[src/rtl/uart_tx.sv]
// uart_tx: buffered 8N1 UART transmitter with a small byte FIFO and registered serial output
module uart_tx #(
  parameter int CLK_FREQ   = 50_000_000,
  parameter int BAUD_RATE  = 9600,
  parameter int FIFO_DEPTH = 4,
  localparam int BAUD_DIV  = CLK_FREQ / BAUD_RATE,
  localparam int AW        = $clog2(FIFO_DEPTH),
  localparam int CW        = AW + 1
) (
  input  logic          sys_clk,
  input  logic          sys_rst_n,
  input  logic [7:0]    tx_data,
  input  logic          tx_valid,
  output logic          tx_ready,
  output logic          tx,
  output logic          tx_busy,
  output logic [CW-1:0] fifo_cnt
);
  localparam int BW = $clog2(BAUD_DIV + 1);
  localparam logic [BW-1:0] LAST = BW'(BAUD_DIV - 1);
  localparam logic [CW-1:0] FULL = CW'(FIFO_DEPTH);
  typedef enum logic [1:0] {IDLE, START, DATA, STOP} state_t;
  state_t state, state_n;
  logic [7:0] mem [FIFO_DEPTH];
  logic [AW-1:0] wr_ptr, rd_ptr;
  logic [7:0] shift_reg, shift_n;
  logic [2:0] bit_idx, bit_idx_n;
  logic [BW-1:0] baud_cnt;
  logic bit_end, push, pop, tx_n;
  assign tx_ready = fifo_cnt != FULL;
  assign push = tx_valid && tx_ready;
  assign bit_end = baud_cnt == LAST;
  assign tx_busy = state != IDLE;
  assign pop = (state == IDLE || (state == STOP && bit_end)) && fifo_cnt != '0;
  always_comb begin
    state_n = state;
    shift_n = pop ? mem[rd_ptr] : shift_reg;
    bit_idx_n = bit_idx;
    case (state)
      IDLE:  state_n = pop ? START : IDLE;
      START: if (bit_end) begin
        state_n = DATA;
        bit_idx_n = '0;
      end
      DATA:  if (bit_end) begin
        shift_n = shift_reg >> 1;
        bit_idx_n = bit_idx + 3'd1;
        state_n = bit_idx == 3'd7 ? STOP : DATA;
      end
      STOP:  if (bit_end) state_n = pop ? START : IDLE;
      default: state_n = IDLE;
    endcase
    // the line level is decided from the next state so tx changes on the same edge as the state
    tx_n = state_n == DATA ? shift_n[0] : state_n != START;
  end
  always_ff @(posedge sys_clk or negedge sys_rst_n)
    if (!sys_rst_n) begin
      state <= IDLE;
      shift_reg <= '0;
      bit_idx <= '0;
      baud_cnt <= '0;
      tx <= 1'b1;
      wr_ptr <= '0;
      rd_ptr <= '0;
      fifo_cnt <= '0;
    end else begin
      state <= state_n;
      shift_reg <= shift_n;
      bit_idx <= bit_idx_n;
      baud_cnt <= (state == IDLE || bit_end) ? '0 : baud_cnt + BW'(1);
      tx <= tx_n;
      wr_ptr <= wr_ptr + AW'(push);
      rd_ptr <= rd_ptr + AW'(pop);
      fifo_cnt <= fifo_cnt + CW'(push) - CW'(pop);
    end
  always_ff @(posedge sys_clk)
    if (push) mem[wr_ptr] <= tx_data;
endmodule

[config.mk]
export PLATFORM = sky130hd
export DESIGN_NAME = uart_tx
export DESIGN_NICKNAME = d
export VERILOG_FILES = /design/src/rtl/uart_tx.sv
export SDC_FILE = /design/constraint.sdc
export NUM_CORES = 1
export LEC_CHECK = 0
export CAP_MARGIN = 25
export CORE_ASPECT_RATIO = 2
export CORE_MARGIN = 4
export CORE_UTILIZATION = 58
export DETAILED_ROUTE_END_ITERATION = 16
export HOLD_SLACK_MARGIN = 0.05
export PLACE_DENSITY = 0.87
export SYNTH_ARGS = -nofsm -noshare
export SYNTH_HDL_FRONTEND = slang
export SYNTH_SLANG_ARGS = --single-unit
[constraint.sdc]
create_clock -name sys_clk -period 3.4 [get_ports sys_clk]
set_input_delay 0.34 -clock sys_clk [delete_from_list [all_inputs] [get_ports sys_clk]]
set_output_delay 0.34 -clock sys_clk [all_outputs]
set_load 0.01 [all_outputs]
=== Word-level counts from Yosys, hierarchy flattened ===
Memories as Yosys holds them, arrays and structs flattened.
Index checks and enable logic that the tools add are counted.

* Register bits: 34
* Bits in writable memories: 32
* Input bits: 11
* Output and inout bits: 6
* Word-level logic and storage cells: 51
* Memories: 1

{| class="wikitable"
|+ Memory list
! name !! depth !! width !! rd ports !! clocked after memory_dff !! write ports !! RTL line !! source
|-
| mem || 4 || 8 || 1 || 0 || 1 || 24 || <nowiki>logic [7:0] mem [FIFO_DEPTH];</nowiki>
|}

* Add/subtract/negate cells: 6
* Eq/ne operators: 10
* Multiplexer cells: 16
* Reduce and logical (&&, ||, !) cells: 10

{| class="wikitable"
|+ Operators by type and width
! cell !! number
|-
| two-way mux 8 bit || 3
|-
| adder 13 x 1 -> 13 bit, second input constant || 1
|-
| equality test 13 bit, second input constant || 1
|-
| two-way mux 13 bit || 1
|-
| one-hot mux 2 bit (4 select lines) || 1
|-
| equality test 2 bit, second input constant || 3
|-
| two-way mux 2 bit || 3
|-
| two-way mux 3 bit || 2
|-
| one-hot mux 3 bit (2 select lines) || 1
|-
| two-way mux 1 bit || 5
|-
| adder 2 x 1 -> 2 bit || 2
|-
| inequality test 2 bit, second input constant || 2
|-
| nonzero test 2 bit || 2
|-
| adder 3 x 1 -> 3 bit || 1
|-
| adder 3 x 1 -> 3 bit, second input constant || 1
|-
| equality test 3 bit, second input constant || 1
|-
| logical AND 1 bit || 3
|-
| inequality test 3 bit, second input constant || 1
|-
| AND reduction 3 bit || 1
|-
| nonzero test 3 bit || 1
|-
| subtractor 3 x 1 -> 3 bit || 1
|-
| equality test 2 x 1 -> 1 bit, second input constant || 1
|-
| zero test 2 bit || 1
|-
| logical OR 1 bit || 2
|-
| inequality test 2 x 1 -> 1 bit, second input constant || 1
|}

=== Depth between registers and ports, before layout ===
Gate-level depths: netlist (run 1).

* Word-level depth: 9
* Gate-level depth with buffers: 11
* Gate-level depth less buffers: 10

=== Worst setup path before layout (run 1) ===
No wires, ideal clock.

* Path type: register -> register
* Start: reg baud_cnt[8]
* End: reg fifo_cnt[2]
* Library setup time: 0.123 ns
* Arrival time: 2.372 ns
* Required time: 3.277 ns
* Path slack: 0.905 ns
* Stages on the path, launching flop included: 11
* Path buffers: 1
* Clock period less this slack: 2.495 ns
* Cells stage by stage: dfrtp_1 > nor4b_1 > nand3_1 > a21oi_1 > buf_2 > ha_1 > inv_1 > ha_1 > fa_1 > xnor2_1 > xnor2_1

* Word-level cells in the longest chain between the ends: 5

{| class="wikitable"
|+ RTL lines
! what !! RTL line !! source
|-
| start: declaration || 28 || <nowiki>logic [BW-1:0] baud_cnt;</nowiki>
|-
| start signal: assignment || 70 || <nowiki>baud_cnt <= (state == IDLE || bit_end) ? '0 : baud_cnt + BW'(1);</nowiki>
|-
| equality test 13 bit || 32 || <nowiki>assign bit_end = baud_cnt == LAST;</nowiki>
|-
| logical AND 1 bit || 34 || <nowiki>assign pop = (state == IDLE || (state == STOP && bit_end)) && fifo_cnt != '0;</nowiki>
|-
| logical OR 1 bit || 34 ||
|-
| logical AND 1 bit || 34 ||
|-
| subtractor 3 x 1 -> 3 bit || 74 || <nowiki>fifo_cnt <= fifo_cnt + CW'(push) - CW'(pop);</nowiki>
|-
| end signal: assignment || 74 ||
|-
| end: declaration || 17 || <nowiki>output logic [CW-1:0] fifo_cnt</nowiki>
|}

Every way passes these cells.
A chain may end at the register's enable or synchronous reset.

=== Worst setup path in the final report (run 1) ===
* Start: reg baud_cnt[5]
* End: reg fifo_cnt[2]

The elaborated chain is that of the path after synthesis.

==> summary.md, run 1 <==
| Metric | Value |
|---|---|
| Run status | finished clean |
| Initial drt markers | 37 |
| Number of flops mapped to enable cells by yosys | 32 |
| CTS sink count | 66 |
| Slew @ Worst Pin | 0.545 ns |
| CTS Buf Count | 9 |
| Vias in the first global route | 1835 |
| Worst setup path start | baud_cnt[5]$_DFF_PN0_ |
| Critical path depth | 9 |
| Setup ws final | between 0.6 and 0.7 ns |
| Core Region | 4690 um2 |
| Area post-placement | 3110 um2 |
| Cell Rows | 35 |
| Worst R2R Start | baud_cnt[5]$_DFF_PN0_ |
| Io pins | 17 |
| Critical Path End Type | flip-flop |
| Vias after detailed routing | approximately 1700 |
| WP data arrival | 2.96 ns |
| Post-synthesis cell count | 204 |
| First-pass GRT wire length | around 8700 um |
| Most used DFF post-synth | dfrtp_1 |
| Antenna violations before repair | 0 |
| Delay-heaviest family, CP | simple AND/OR/NAND/NOR gates |
| Final Hold Viols | 0 |
| Synth Area per Inst | 14.0 um2 |
| Post-synth top area share | 33.6% |
| # Max-Cap Violations | 0 |
| CP max FO | 6 |
| Fin area | 3320 um2 |
| Async SR Flop Fraction | 51.5% |
| Slowest cell on crit path | nor4bb_1 |
| Synth cell types | 40 |
| CTS resizes | 0 |
| Final Setup Violations | 0 |
| GRT Util Overall | 19.5% |
| Power Density | around 600 nW/um2 |
| Critical path launch point type | flip-flop |
| Fin crit period | around 2.7 ns |
| Gr ovfl total | 0 |
| Final GP Congestion | 0.732 |
| Delay of the slowest critical-path stage | approximately 0.49 ns |
| Initial core utilization | 61.0% |
| Residual DRC | 0 |
| Synthesized area | around 2900 um2 |
| Final Skew | 0.00935 ns |
| RSZ-0062 raised after global routing | false |
| Final nets | 249 |
| Post-DP HPWL | 3470 um |
| R2r endpoint | fifo_cnt[2]$_DFF_PN0_ |
| Peak VDD IR | 0.000774 V |
| P_leak | 0.00130 uW |
| Die area | 6180 um2 |
| Die H | ~110 um |
| Routed Antenna Nets | 0 |
| Fin crit share | 79.5% |
| Post-CTS setup buffer count | 0 |
| Max reg flops | 32 |
| 1st-pass router iterations | 4 |
| Setup TNS | 0 ns |
| Clock Path Buffers | 2 |
| YS warnings | 0 |
| Met3 wire length | roughly 160 um |
| Placed Cells | 274 |
| Die X | 57.6 um |
| Non-filler instance count after layout | 290 |
| Synthesized flop and latch total | 66 |
| Largest net degree at the start of global routing | 35 |
| Pre-CTS setup slack | 0.786 ns |
| Root buffer cell | clkbuf_8 |
| Clock transition at path regs | 0.07 ns |
| Worst path buffer plus inverter count | 1 |
| Top sig layer | met4 |
| P&R area growth vs syn | 16.2% |
| CP endpoint | fifo_cnt[2]$_DFF_PN0_ |
| Peak Freq | 370 MHz |
| Worst R2R Path Depth | 9 |
| WL/cell | 17.7 um |
| Worst hold path class | input pin to asynchronous set/reset pin |
| IO Port Bufs | 16 |
| Flop2flop setup slack | just under 0.7 ns |
| Vias per cell | 5.81 |
| WL final | 5150 um |
| Clk_lat worst skew | ~0.34 ns |
| Cts hold-fix bufs | 0 |
| Slew Viols, Final | 0 |
| Critical Path RT | between 3 and 4 ns |
| Crit-path cells | nor4bb_1, nand3_1, a21oi_1, ha_1, inv_1, ha_1, fa_1, xnor2_1, xnor2_1 |
| Met2 wire len | around 3100 um |
| Min Hold Slack | 0.401 ns |
| Number of diodes | 0 |
| CTS tree | built |
| Wl on met1 | between 1500 and 2000 um |
| Top post-synthesis cells by area | edfxtp_1 (34%), dfrtp_1 (29%), mux4_2 (6.3%) |
| Ratio of cells with drive above 1 in the final layout | 15.3% |
| Register area share after synthesis | around 63% |
| CTS H-tree lvls | 3 |
| Worst setup path category | flip-flop to flip-flop |
| Synth area leader | edfxtp_1 |
| Post-Synthesis Net Count | 223 |
| Max-slew headroom | 63.6% |
## worst min-delay path by stage
stage,start,endpoint,slack [ns],depth (start not counted)
2_1_floorplan,sys_rst_n,baud_cnt[0]$_DFF_PN0_,0.04,0
3_3_place_gp,baud_cnt[0]$_DFF_PN0_,baud_cnt[0]$_DFF_PN0_,0.44,1
3_5_place_dp,baud_cnt[0]$_DFF_PN0_,baud_cnt[0]$_DFF_PN0_,0.46,1
4_1_cts,sys_rst_n,wr_ptr[0]$_DFF_PN0_,0.40,2
5_1_grt,sys_rst_n,wr_ptr[0]$_DFF_PN0_,0.43,2
6_report,sys_rst_n,wr_ptr[0]$_DFF_PN0_,0.40,2
## synthesized netlist by cell type, drive strengths merged, types with 3 or more instances
| library cell | number |
|---|---|
| nor3 | 3 |
| nand4 | 4 |
| dfrtp | 33 |
| and3 | 3 |
| mux4 | 8 |
| nand2 | 19 |
| mux2i | 7 |
| nand3 | 4 |
| nor2 | 18 |
| a22o | 3 |
| clkbuf | 5 |
| ha | 7 |
| xnor2 | 7 |
| edfxtp | 32 |
| xor2 | 9 |
| o21ai | 9 |
| inv | 7 |
## stage by stage
step	utilization, %	power (uW)
after floorplan	-	1160
after global placement	66.3	1280
after detailed placement	66.3	1300
after CTS	70.9	2010
after global routing	70.9	2080
final	70.9	1980
## cells in the final DEF, fill, tap and decap left out, types with 8 or more instances in the layout
cell type,netlist,layout
edfxtp_1,32,32
clkdlybuf4s50_1,0,16
xor2_1,9,9
nor2_1,18,18
clkbuf_8,0,9
nand2_1,19,19
o21ai_0,9,9
dfrtp_1,33,33
mux4_2,8,8
## layer usage
| layer | global-route usage [%] | vias up |
|---|---|---|
| met3 | 5.88 | 14 |
| li1 | - | 797 |
| met2 | 34.9 | 29 |
| met5 | 0 | - |
| met4 | 10.3 | 0 |
| met1 | 19.6 | 844 |
## cell type report
type                            instances  area [um2]
Clock buffer                            9         124
Multi-Input combinational cell        124         992
Tap cell                               55        68.8
Timing Repair Buffer                   22         205
Sequential cell                        66        1810
Clock inverter                          7        93.8
Fill cell                             296        1360
Inverter                                7        26.3
## report_power, final
group	internal (uW)	leakage (uW)	total [uW]	switching, uW
Sequential	957	0.000714	1010	55.0
Clock	411	0.000105	707	296
Combinational	134	0.000476	265	132
## logic make-up (layout without fill, tap and decap cells)
| kind of cell | count (synthesis) | count (layout) | share of synthesized area, % |
|---|---|---|---|
| DFF | 66 | 66 | 63.4 |
| and+or+nand+nor | 66 | 66 | 12.5 |
| AOI/OAI and AO/OA | 18 | 18 | 4.42 |
| xor gates and xnor gates | 16 | 16 | 4.90 |
| muxes | 16 | 16 | 9.15 |
| buffers and inverters | 14 | 45 | 1.88 |
| adders and majority gates | 8 | 8 | 3.76 |
No activity file was read; power rests on OpenSTA's default activity.
==> run 2, diff against run 1 <==
--- a/config.mk
+++ b/config.mk
@@ -8,10 +8,10 @@
 export CAP_MARGIN = 25
 export CORE_ASPECT_RATIO = 2
 export CORE_MARGIN = 4
-export CORE_UTILIZATION = 58
+export CORE_UTILIZATION = 53
 export DETAILED_ROUTE_END_ITERATION = 16
 export HOLD_SLACK_MARGIN = 0.05
-export PLACE_DENSITY = 0.87
+export PLACE_DENSITY = 0.84
 export SYNTH_ARGS = -nofsm -noshare
 export SYNTH_HDL_FRONTEND = slang
 export SYNTH_SLANG_ARGS = --single-unit
==> constraint.sdc (replaced) <==
create_clock -name sys_clk -period 2.2 [get_ports sys_clk]
set_input_delay 0.22 -clock sys_clk [delete_from_list [all_inputs] [get_ports sys_clk]]
set_output_delay 0.22 -clock sys_clk [all_outputs]
set_load 0.01 [all_outputs]
==> run 2 against run 1 <==
The flow now finishes with violations (negative setup slack). Sequential power increased by 53%. Register-to-register slack got worse by 0.70 ns. Clock power increased by 84%. Cell area up 11%. Largest power group unchanged.
==> summary.md, run 2 (synthesis gave the netlist of run 1 again) <==
| Metric | Value |
|---|---|
| Run status | finished with violations |
| Violated checks | negative setup slack |
| Final Setup Violations | 1 |
| Die H | 112 um |
| Vias per cell | 5.69 |
| CTS H-tree lvls | 3 |
| Cts hold-fix bufs | 0 |
| First-pass GRT wire length | 9460 um |
| Io pins | 17 |
| Fin util | 71.0% |
| WP data arrival | 2.44 ns |
| Slew Viols, Final | 0 |
| Final nets | 276 |
| P_leak | around 0.0015 uW |
| Fin crit period | 2.20 ns |
| Vias after detailed routing | about 1800 |
| RSZ-0062 raised after global routing | true |
| Pre-CTS setup slack | -0.110 ns |
| Worst R2R Path Depth | 10 |
| Worst setup path category | flip-flop to flip-flop |
| Post-DP HPWL | 3930 um |
| Commonest non-fill, non-tap cell in the layout | dfrtp_1 |
| Final GP Congestion | 0.830 |
| Ratio of cells with drive above 1 in the final layout | 28.2% |
| Fin crit share | 100% |
| Largest net degree at the start of global routing | 35 |
| GRT Util Overall | 19.7% |
| Peak Freq | 454 MHz |
| Die X | roughly 60 um |
| Root buffer cell | clkbuf_8 |
| P&R area growth vs syn | 28.8% |
| Filler cells | ~340 |
| Residual DRC | 0 |
| Clk_lat worst skew | 0.35 ns |
| WL final | 5740 um |
| Vias in the first global route | 1975 |
| Power Density | 916 nW/um2 |
| Setup ws final | -0.00332 ns |
| Flop2flop setup slack | -0.003 ns |
| Peak VDD IR | 0.00135 V |
| CTS Buf Count | 9 |
| Cell Rows | 37 |
| Slew @ Worst Pin | between 0.5 and 0.6 ns |
| Initial core utilization | 55.1% |
| CP max FO | 2 |
| CTS sink count | 66 |
| Most frequent cells in the layout | dfrtp_1 (33), edfxtp_1 (32), buf_4 (32) |
| Initial drt markers | 53 |
| # Max-Cap Violations | 0 |
| Area post-placement | 3320 um2 |
| Final Hold Viols | 0 |
| Fin area | 3680 um2 |
| Placed Cells | 298 |
| Clock Path Buffers | 2 |
| CTS tree | built |
| IO Port Bufs | 16 |
| Antenna violations before repair | 0 |
| Critical path launch point type | flip-flop |
| Worst hold path class | input pin to asynchronous set/reset pin |
| Non-filler instance count after layout | 320 |
| Number of diodes | 0 |
| Die area | 6700 um2 |
| Clock transition at path regs | approximately 0.07 ns |
| Critical Path RT | about 2.4 ns |
| Max-slew headroom | about 65% |
| Core Region | 5180 um2 |
| Routed Antenna Nets | 0 |
| Gr ovfl total | 0 |
| Final Skew | 0.00961 ns |
| 1st-pass router iterations | 4 |
| Max reg flops | 32 |
| Critical Path End Type | flip-flop |
| Total power | between 3000 and 4000 uW |
| WL/cell | 18.0 um |
run 2: power breakdown:
group | switching (uW) | internal (uW)
clock network | 449 | 856
registers | 73.2 | 1480
logic | 248 | 268
total | 771 | 2600
run 2: metrics by stage:
step                      hold WS (ns)  setup TNS [ns]
after CTS                        0.282       -0.000173
after global routing             0.322          -0.210
after detailed placement         0.479          -0.110
final                            0.274        -0.00332
after global placement           0.462         -0.0498
after floorplan                -0.0756          -0.112
run 2: per-layer routing:
metal / vias up / share of wire [%] / GRT usage, %
li1: 850 / - / -
met1: 911 / 36 / 22.0
met2: 48 / 58 / 33.8
met3: 13 / 3.4 / 4.87
met4: 0 / 2.5 / 8.88
met5: - / 0 / 0
run 2: worst paths after layout:
check                                        from                endpoint
hold / removal                          sys_rst_n   baud_cnt[4]$_DFF_PN0_
setup / recovery            baud_cnt[8]$_DFF_PN0_   fifo_cnt[2]$_DFF_PN0_
min in group sys_clk       shift_reg[7]$_DFF_PN0_  shift_reg[6]$_DFF_PN0_
max in group asynchronous               sys_rst_n            tx$_DFF_PN1_
setup reg to reg            baud_cnt[8]$_DFF_PN0_   fifo_cnt[2]$_DFF_PN0_
hold reg to reg            shift_reg[7]$_DFF_PN0_  shift_reg[6]$_DFF_PN0_
run 2: critical path: stages (launching register included):
cell,delay (ns)
dfrtp_1,0.39
buf_6,0.12
nor4b_4,0.27
nand3_2,0.15
a21oi_4,0.18
ha_4,0.14
inv_2,0.04
ha_4,0.15
fa_2,0.37
xnor2_2,0.15
xnor2_1,0.12
run 2: area by class of cell:
class / instances / area, um2 / area share [%]
Clock buffer: 9 / 124 / 3.36
Inverter: 7 / 26.3 / 0.713
Clock inverter: 7 / 131 / 3.57
Tap cell: 58 / 72.6 / 1.97
Sequential cell: 66 / 1810 / 49.2
Multi-Input combinational cell: 124 / 1100 / 30.0
Timing Repair Buffer: 49 / 412 / 11.2
run 2: what timing repair did:
| item | in CTS | in global routing |
|---|---|---|
| buffers inserted | 1 | 5 |
| cloned | 0 | 0 |
| resized for setup | 4 | 7 |
| setup endpoints to repair | 2 | 5 |
| pin swaps | 2 | 3 |
